===== config.mk =====
export PLATFORM = sky130hd
export DESIGN_NAME = jpeg_dma_wr_flat
export DESIGN_NICKNAME = d
export VERILOG_FILES = /design/src/rtl/jpeg_dma_wr_if.sv /design/src/rtl/jpeg_dma_wr.sv /design/src/flat_wrapper.sv
export SDC_FILE = /design/constraint.sdc
export NUM_CORES = 1
export LEC_CHECK = 0
export ABC_AREA = 1
export BUFFER_PORTS_ARGS = -buffer_cell sky130_fd_sc_hd__buf_2
export CAP_MARGIN = 10
export CORE_MARGIN = 2
export CORE_UTILIZATION = 46
export CTS_BUF_LIST = sky130_fd_sc_hd__clkbuf_8 sky130_fd_sc_hd__clkbuf_16
export CTS_CLUSTER_SIZE = 24
export DETAILED_ROUTE_END_ITERATION = 8
export GPL_ROUTABILITY_DRIVEN = 0
export PLACE_DENSITY = 0.82
export SETUP_SLACK_MARGIN = 0.4
export SLEW_MARGIN = 20
export SYNTH_ARGS = -nofsm -noshare
export SYNTH_HDL_FRONTEND = slang
export SYNTH_SLANG_ARGS = --single-unit

===== constraint.sdc =====
create_clock -name clk_i -period 3.3 [get_ports clk_i]
set_clock_uncertainty 0.2 [all_clocks]
set_input_delay 0.495 -clock clk_i [delete_from_list [all_inputs] [get_ports clk_i]]
set_output_delay 0.495 -clock clk_i [all_outputs]
set_load 0.03 [all_outputs]

===== src/rtl/jpeg_dma_wr_if.sv =====
// Wishbone bus bundle used by the JPEG DMA masters.
// Master drives address/data/strobes; slave returns data, ack and err.
interface wishbone;
   logic [31:0] adr;
   logic [31:0] dat_o;
   logic [3:0]  sel;
   logic        we;
   logic        stb;
   logic        cyc;
   logic [31:0] dat_i;
   logic        ack;
   logic        err;

   modport master (
      output adr, dat_o, sel, we, stb, cyc,
      input  dat_i, ack, err
   );

   modport slave (
      input  adr, dat_o, sel, we, stb, cyc,
      output dat_i, ack, err
   );
endinterface


===== src/rtl/jpeg_dma_wr.sv =====
// Write-direction DMA: drains the output block RAM into a
// software-programmed memory buffer as a Wishbone master.
module jpeg_dma_wr #(
   parameter int BURST_LEN = 8,
   parameter int ADDR_W    = 9
) (
   input  logic              clk_i,
   input  logic              rst_i,
   input  logic [31:0]       wb_adr_i,
   input  logic [31:0]       wb_dat_i,
   input  logic              wb_we_i,
   output logic [31:0]       wb_dat_o,
   input  logic              dmaen_i,
   wishbone.master           wbm,
   output logic [ADDR_W-1:0] obram_addr,
   input  logic [31:0]       obram_data,
   output logic              done_o
);
   localparam int BW = $clog2(BURST_LEN + 1);
   localparam logic [BW-1:0] BEAT_LAST = BW'(BURST_LEN - 1);

   typedef enum logic [2:0] {
      IDLE, FETCH, WRITE, RELEASE, DONE
   } state_e;

   state_e        state_q, state_d;
   logic [31:2]   dst_q, dst_d;
   logic [9:0]    len_q, len_d;
   logic [9:0]    cnt_q, cnt_d;
   logic [9:0]    cnt_inc;
   logic [BW-1:0] beat_q, beat_d;
   logic          done_q, done_d;
   logic          err_q, err_d;
   logic          abort_q, abort_d;
   logic          zlen_q, zlen_d;
   logic          wr, wr_dst, wr_len, wr_ctl;
   logic          start, abort, abort_now, busy;
   logic          unused_ok;

   assign wr        = dmaen_i & wb_we_i;
   assign wr_dst    = wr & (wb_adr_i[4:2] == 3'd0);
   assign wr_len    = wr & (wb_adr_i[4:2] == 3'd1);
   assign wr_ctl    = wr & (wb_adr_i[4:2] == 3'd2);
   assign start     = wr_ctl & wb_dat_i[0];
   assign abort     = wr_ctl & wb_dat_i[1];
   assign abort_now = abort_q | abort;
   assign busy      = (state_q != IDLE);
   assign cnt_inc   = cnt_q + 10'd1;

   assign unused_ok = ^{wb_adr_i[31:5], wb_adr_i[1:0], wbm.dat_i};

   always_comb begin
      wb_dat_o = 32'h0;
      case (wb_adr_i[4:2])
         3'd0:    wb_dat_o = {dst_q, 2'b00};
         3'd1:    wb_dat_o = {22'h0, len_q};
         3'd2:    wb_dat_o = {14'h0, cnt_q, 5'h0,
                              err_q, done_q, busy};
         default: wb_dat_o = 32'h0;
      endcase
   end

   assign wbm.adr   = {dst_q, 2'b00} + {20'h0, cnt_q, 2'b00};
   assign wbm.dat_o = obram_data;
   assign wbm.sel   = 4'hF;
   assign wbm.we    = 1'b1;
   assign wbm.stb   = (state_q == WRITE);
   // cyc stays up across the fetch gap of every beat but the first
   assign wbm.cyc   = (state_q == WRITE) ||
                      ((state_q == FETCH) && (cnt_q != 10'd0));
   assign obram_addr = cnt_q[ADDR_W-1:0];
   assign done_o     = (state_q == DONE) | zlen_q;

   always_comb begin
      state_d = state_q;
      dst_d   = dst_q;
      len_d   = len_q;
      cnt_d   = cnt_q;
      beat_d  = beat_q;
      done_d  = done_q;
      err_d   = err_q;
      abort_d = abort_q;
      zlen_d  = 1'b0;
      case (state_q)
         IDLE: begin
            abort_d = 1'b0;
            if (wr_dst) dst_d = wb_dat_i[31:2];
            if (wr_len) len_d = wb_dat_i[9:0];
            if (start) begin
               cnt_d  = 10'd0;
               beat_d = '0;
               done_d = 1'b0;
               err_d  = 1'b0;
               if (len_q == 10'd0) begin
                  done_d = 1'b1;
                  zlen_d = 1'b1;
               end else begin
                  state_d = FETCH;
               end
            end
         end
         FETCH: begin
            state_d = abort ? IDLE : WRITE;
         end
         WRITE: begin
            if (abort) abort_d = 1'b1;
            if (wbm.err) begin
               err_d   = 1'b1;
               state_d = IDLE;
            end else if (wbm.ack) begin
               cnt_d  = cnt_inc;
               beat_d = beat_q + BW'(1);
               if (abort_now)               state_d = IDLE;
               else if (cnt_inc == len_q)   state_d = DONE;
               else if (beat_q == BEAT_LAST) state_d = RELEASE;
               else                         state_d = FETCH;
            end
         end
         RELEASE: begin
            beat_d  = '0;
            state_d = abort ? IDLE : FETCH;
         end
         DONE: begin
            done_d  = 1'b1;
            beat_d  = '0;
            state_d = IDLE;
         end
         default: state_d = IDLE;
      endcase
   end

   always_ff @(posedge clk_i) begin
      if (rst_i) begin
         state_q <= IDLE;
         dst_q   <= '0;
         len_q   <= '0;
         cnt_q   <= '0;
         beat_q  <= '0;
         done_q  <= 1'b0;
         err_q   <= 1'b0;
         abort_q <= 1'b0;
         zlen_q  <= 1'b0;
      end else begin
         state_q <= state_d;
         dst_q   <= dst_d;
         len_q   <= len_d;
         cnt_q   <= cnt_d;
         beat_q  <= beat_d;
         done_q  <= done_d;
         err_q   <= err_d;
         abort_q <= abort_d;
         zlen_q  <= zlen_d;
      end
   end
endmodule


===== src/flat_wrapper.sv =====
// flat-port wrapper written by rule: the top's interface ports become plain ports
module jpeg_dma_wr_flat 
#(
   parameter int BURST_LEN = 8,
   parameter int ADDR_W    = 9
)
  (clk_i, rst_i, wb_adr_i, wb_dat_i, wb_we_i, wb_dat_o, dmaen_i, obram_addr, obram_data, done_o, wbm_adr, wbm_dat_o, wbm_sel, wbm_we, wbm_stb, wbm_cyc, wbm_dat_i, wbm_ack, wbm_err);
  wishbone wbm_i ();
  input  logic clk_i;
  input  logic rst_i;
  input  logic [31:0] wb_adr_i;
  input  logic [31:0] wb_dat_i;
  input  logic wb_we_i;
  output logic [31:0] wb_dat_o;
  input  logic dmaen_i;
  output logic [ADDR_W-1:0] obram_addr;
  input  logic [31:0] obram_data;
  output logic done_o;
  output wire logic [$bits(wbm_i.adr)-1:0] wbm_adr;
  output wire logic [$bits(wbm_i.dat_o)-1:0] wbm_dat_o;
  output wire logic [$bits(wbm_i.sel)-1:0] wbm_sel;
  output wire logic [$bits(wbm_i.we)-1:0] wbm_we;
  output wire logic [$bits(wbm_i.stb)-1:0] wbm_stb;
  output wire logic [$bits(wbm_i.cyc)-1:0] wbm_cyc;
  input wire logic [$bits(wbm_i.dat_i)-1:0] wbm_dat_i;
  input wire logic [$bits(wbm_i.ack)-1:0] wbm_ack;
  input wire logic [$bits(wbm_i.err)-1:0] wbm_err;
  assign wbm_adr = wbm_i.adr;
  assign wbm_dat_o = wbm_i.dat_o;
  assign wbm_sel = wbm_i.sel;
  assign wbm_we = wbm_i.we;
  assign wbm_stb = wbm_i.stb;
  assign wbm_cyc = wbm_i.cyc;
  assign wbm_i.dat_i = wbm_dat_i;
  assign wbm_i.ack = wbm_ack;
  assign wbm_i.err = wbm_err;
  jpeg_dma_wr #(.BURST_LEN(BURST_LEN), .ADDR_W(ADDR_W)) u_core (.clk_i(clk_i), .rst_i(rst_i), .wb_adr_i(wb_adr_i), .wb_dat_i(wb_dat_i), .wb_we_i(wb_we_i), .wb_dat_o(wb_dat_o), .dmaen_i(dmaen_i), .wbm(wbm_i), .obram_addr(obram_addr), .obram_data(obram_data), .done_o(done_o));
endmodule

==> flow_metrics.env <==
export IMPL_status="finished, final reports clean"
export IMPL_seqPwrFrac=0.478
export IMPL_cts_htree_levels=3
export IMPL_grt_pass1_vias=4269
export IMPL_rsz0062_at_grt="true"
export IMPL_fill_cells=844
export IMPL_hold_class="in2reg"
export IMPL_ir_drop_uv=148
export IMPL_synth_seq_area_share=0.273
export IMPL_period_minus_slack_ps=3250
export IMPL_yosys_warnings=0
export IMPL_antenna_found_initial=0
export IMPL_placed_cell_area_mm2=0.00491
export IMPL_grt_pass1_wl_um=21100
export IMPL_gr_total_overflow=0
export IMPL_drt_pass1_iterations=4
export IMPL_rr_worst_depth=16
export IMPL_port_buffers=114
export IMPL_slew_viol_final=0
export IMPL_tightestPinTransition_ps=790
export IMPL_synth_cells=677
export IMPL_cp_end_kind="output pin"
export IMPL_hold_buffers=0
export IMPL_ios=247
export IMPL_cap_violations=0
export IMPL_p_leak_nw=2.69
export IMPL_drt_total_wl_um=14800
export IMPL_num_rows=35
export IMPL_combPwrFrac=0.099
export IMPL_vias=4842
export IMPL_grt_max_degree=61
export IMPL_post_route_period_util=0.986
export IMPL_first_iter_violations=312
export IMPL_crit_required_ps=2600
export IMPL_cts_made_buffers=9
export IMPL_multi_input_area_mm2=0.00288
export IMPL_r2r_slack_ps=940
export IMPL_synth_simple_gate_area_frac=0.301
export IMPL_cp_start_kind="flip-flop"
export IMPL_cp_max_fo=3
export IMPL_reg2reg_from="u_core.cnt_q[0]"
export IMPL_clkLatencyLatePin_ps=340
export IMPL_nNetsFinal=933
export IMPL_ys_types=40
export IMPL_startpoint="u_core.dst_q[3]"
export IMPL_p_clk_frac=0.423
export IMPL_vias_per_cell=5.27
export IMPL_swShare=0.270
export IMPL_die_width_um=103
export IMPL_power_internal_mw=1.15
export IMPL_initial_core_util=0.479
export IMPL_slew_headroom=0.473
export IMPL_clock_path_buffers=2
export IMPL_place_ws_ps=150
export IMPL_post_dp_hpwl_um=9750
export IMPL_clkTransAtPathRegs_ps=70
export IMPL_synth_area_per_cell_um2=6.60
export IMPL_setup_slack_ps=46.5
export IMPL_total_power_mw=1.57
export IMPL_reg2reg_to="u_core.state_q[1]"
export IMPL_synthAdderAreaFrac=0.0409
export IMPL_drc=0
export IMPL_p_switching_mw=0.424
export IMPL_synthToLayoutAreaGrowth_pct=30.8
export IMPL_synth_area_mm2=0.00447
export IMPL_setup_worst_path_end="wbm_adr[22]"
export IMPL_cts_root_buf="clkbuf_8"
export IMPL_worst_endpoint_arrival_ps=2560
export IMPL_synth_compound_area_frac=0.153
export IMPL_wl_per_cell_um=16.1
export IMPL_cts_tree="done"
export IMPL_power_density_mw_per_mm2=269
export IMPL_core_mm2=0.00933
export IMPL_ys_ff_latch=61
export IMPL_synth_top_family_by_area="simple AND/OR/NAND/NOR gates"
export IMPL_hold_viol=0
export IMPL_worstSetupPathType="reg2out"
export IMPL_drtAntennaViolNets=0
export IMPL_max_freq_mhz=307
export IMPL_drive_gt1_frac=0.347
export IMPL_synthXorXnorAreaFrac=0.0588
export IMPL_layoutNonFillerInstCount=919
export IMPL_ff_latch_area_mm2=0.00125
export IMPL_dp_cells=869
export IMPL_die_y_um=103
export IMPL_diodes=0
export IMPL_grt_total_usage=0.257
export IMPL_dieArea_mm2=0.0105
export IMPL_fin_setup_tns_ps=0
export IMPL_synthMuxAreaShare=0
export IMPL_cts_sinks=61
export IMPL_final_cell_area_mm2=0.00584
export IMPL_setup_viol=0
==> registers in the layout, summed over array words and instances (netlist names) <==
register and cells:
u_core.beat_q 4, u_core.done_q 1, u_core.cnt_q 10, u_core.state_q 3, u_core.err_q 1, u_core.dst_q 30
u_core.abort_q 1, u_core.len_q 10, u_core.zlen_q 1
==> power by group through the flow <==
stage	sequential (mW)	combinational, mW	clock, mW
after floorplan	0.767	0.168	0
after global placement	0.769	0.139	0
after detailed placement	0.769	0.141	0
after CTS	0.751	0.147	0.667
after global routing	0.751	0.169	0.708
final	0.751	0.156	0.664
==> what timing repair did <==
action                                  4_1_cts  5_1_grt
pin swaps                                    18       24
gates resized for setup                      74       43
gates cloned                                  0        0
endpoints found under the setup margin       21       21
setup buffers                                16       18
==> critical path: stages, from the launching register on <==
cell,delay [ps]
dfxtp_1,420
inv_1,130
fa_2,390
o21ai_2,170
nand3_2,80
nand2_2,80
nand2_2,60
nand2_4,70
nand2_4,50
nand2_4,60
nand2_4,70
nor2_4,170
nand2_4,100
nor2_2,100
nand2_1,50
nand2_1,70
buf_6,140
==> worst min-delay path by stage <==
stage	from	end	slack, ps	cells past startpoint
2_1_floorplan	u_core.beat_q[1]	u_core.beat_q[1]	260	2
3_3_place_gp	u_core.beat_q[1]	u_core.beat_q[1]	270	2
3_5_place_dp	u_core.beat_q[1]	u_core.beat_q[1]	280	2
4_1_cts	wb_dat_i[31]	u_core.dst_q[31]	170	3
5_1_grt	wb_dat_i[18]	u_core.dst_q[18]	180	3
6_report	wb_dat_i[18]	u_core.dst_q[18]	180	3
==> per-layer routing <==
layer | up-vias | track usage | part of all wire
met5 | - | 0 | 0
met4 | 0 | 0.119 | 0.041
met3 | 52 | 0.0373 | 0.071
met2 | 252 | 0.418 | 0.48
met1 | 2207 | 0.336 | 0.41
li1 | 2331 | - | -
==> cells by family (layout without fill, tap and decap cells) <==
logic type	Yosys count	in the layout
and+or+nand+nor	293	293
buffers and inverters	153	261
AOI/OAI and AO/OA	124	124
DFF	61	61
xor gates and xnor gates	30	30
adders and majority gates	14	14
other	2	7
==> final cells by class <==
cell class                      instances  area share
Clock inverter                          3     0.00300
Inverter                               86      0.0552
Multi-Input combinational cell        468       0.493
Clock buffer                           13      0.0306
Timing Repair Buffer                  159       0.176
Sequential cell                        61       0.215
Tap cell                              129      0.0276
==> cell usage after synthesis (all sizes together) <==
cell type | count | area [µm²]
dfxtp | 61 | 1220
a21boi | 1 | 11.3
nand4 | 6 | 37.5
o41ai | 1 | 8.76
o21ai | 41 | 209
xnor2 | 3 | 26.3
o211ai | 2 | 15.0
nor3 | 19 | 144
o22ai | 7 | 43.8
a21oi | 65 | 333
a31oi | 1 | 6.26
or2 | 1 | 6.26
ha | 13 | 163
nor4 | 4 | 40.0
clkbuf | 11 | 41.3
o2111ai | 1 | 15.0
o221ai | 2 | 17.5
a21o | 2 | 15.0
a211oi | 1 | 7.51
nand2 | 138 | 563
xor2 | 27 | 236
nor2 | 95 | 394
fa | 1 | 20.0
conb | 2 | 7.51
inv | 86 | 323
buf | 56 | 403
nand3 | 30 | 160
==> metrics by stage <==
step,utilization,hold slack (ps)
after global routing,0.627,176
after global placement,0.527,274
after CTS,0.595,173
after floorplan,-,256
final,0.627,183
after detailed placement,0.527,277
==> cell usage in the layout, fill, tap and decap left out, types with 2 or more instances in the layout <==
master | synthesis | final
dfxtp_4 | 0 | 5
nor3_1 | 13 | 12
a21o_1 | 2 | 2
nor2_4 | 3 | 7
nand3_4 | 0 | 2
o22ai_1 | 7 | 7
o21ai_2 | 1 | 3
nor2_2 | 6 | 7
ha_4 | 0 | 9
nand2_1 | 128 | 120
nor3_2 | 3 | 3
a21oi_1 | 63 | 59
dfxtp_2 | 0 | 11
nor2_1 | 86 | 81
conb_1 | 2 | 7
buf_6 | 0 | 19
a21oi_4 | 0 | 3
nand4_1 | 6 | 6
clkbuf_8 | 0 | 13
nand3_1 | 28 | 23
xor2_2 | 0 | 8
o21ai_0 | 37 | 37
o221ai_1 | 2 | 2
buf_2 | 7 | 94
o211ai_1 | 2 | 2
nand3_2 | 2 | 5
nand2_4 | 4 | 8
inv_1 | 82 | 80
ha_1 | 13 | 4
a21oi_2 | 2 | 3
xnor2_1 | 3 | 3
buf_4 | 49 | 46
inv_2 | 4 | 6
nor3_4 | 3 | 4
dfxtp_1 | 61 | 45
clkinv_2 | 0 | 2
nand2_2 | 6 | 10
xor2_1 | 27 | 18
nor4_1 | 3 | 3
No activity file was read; power rests on OpenSTA's default activity.
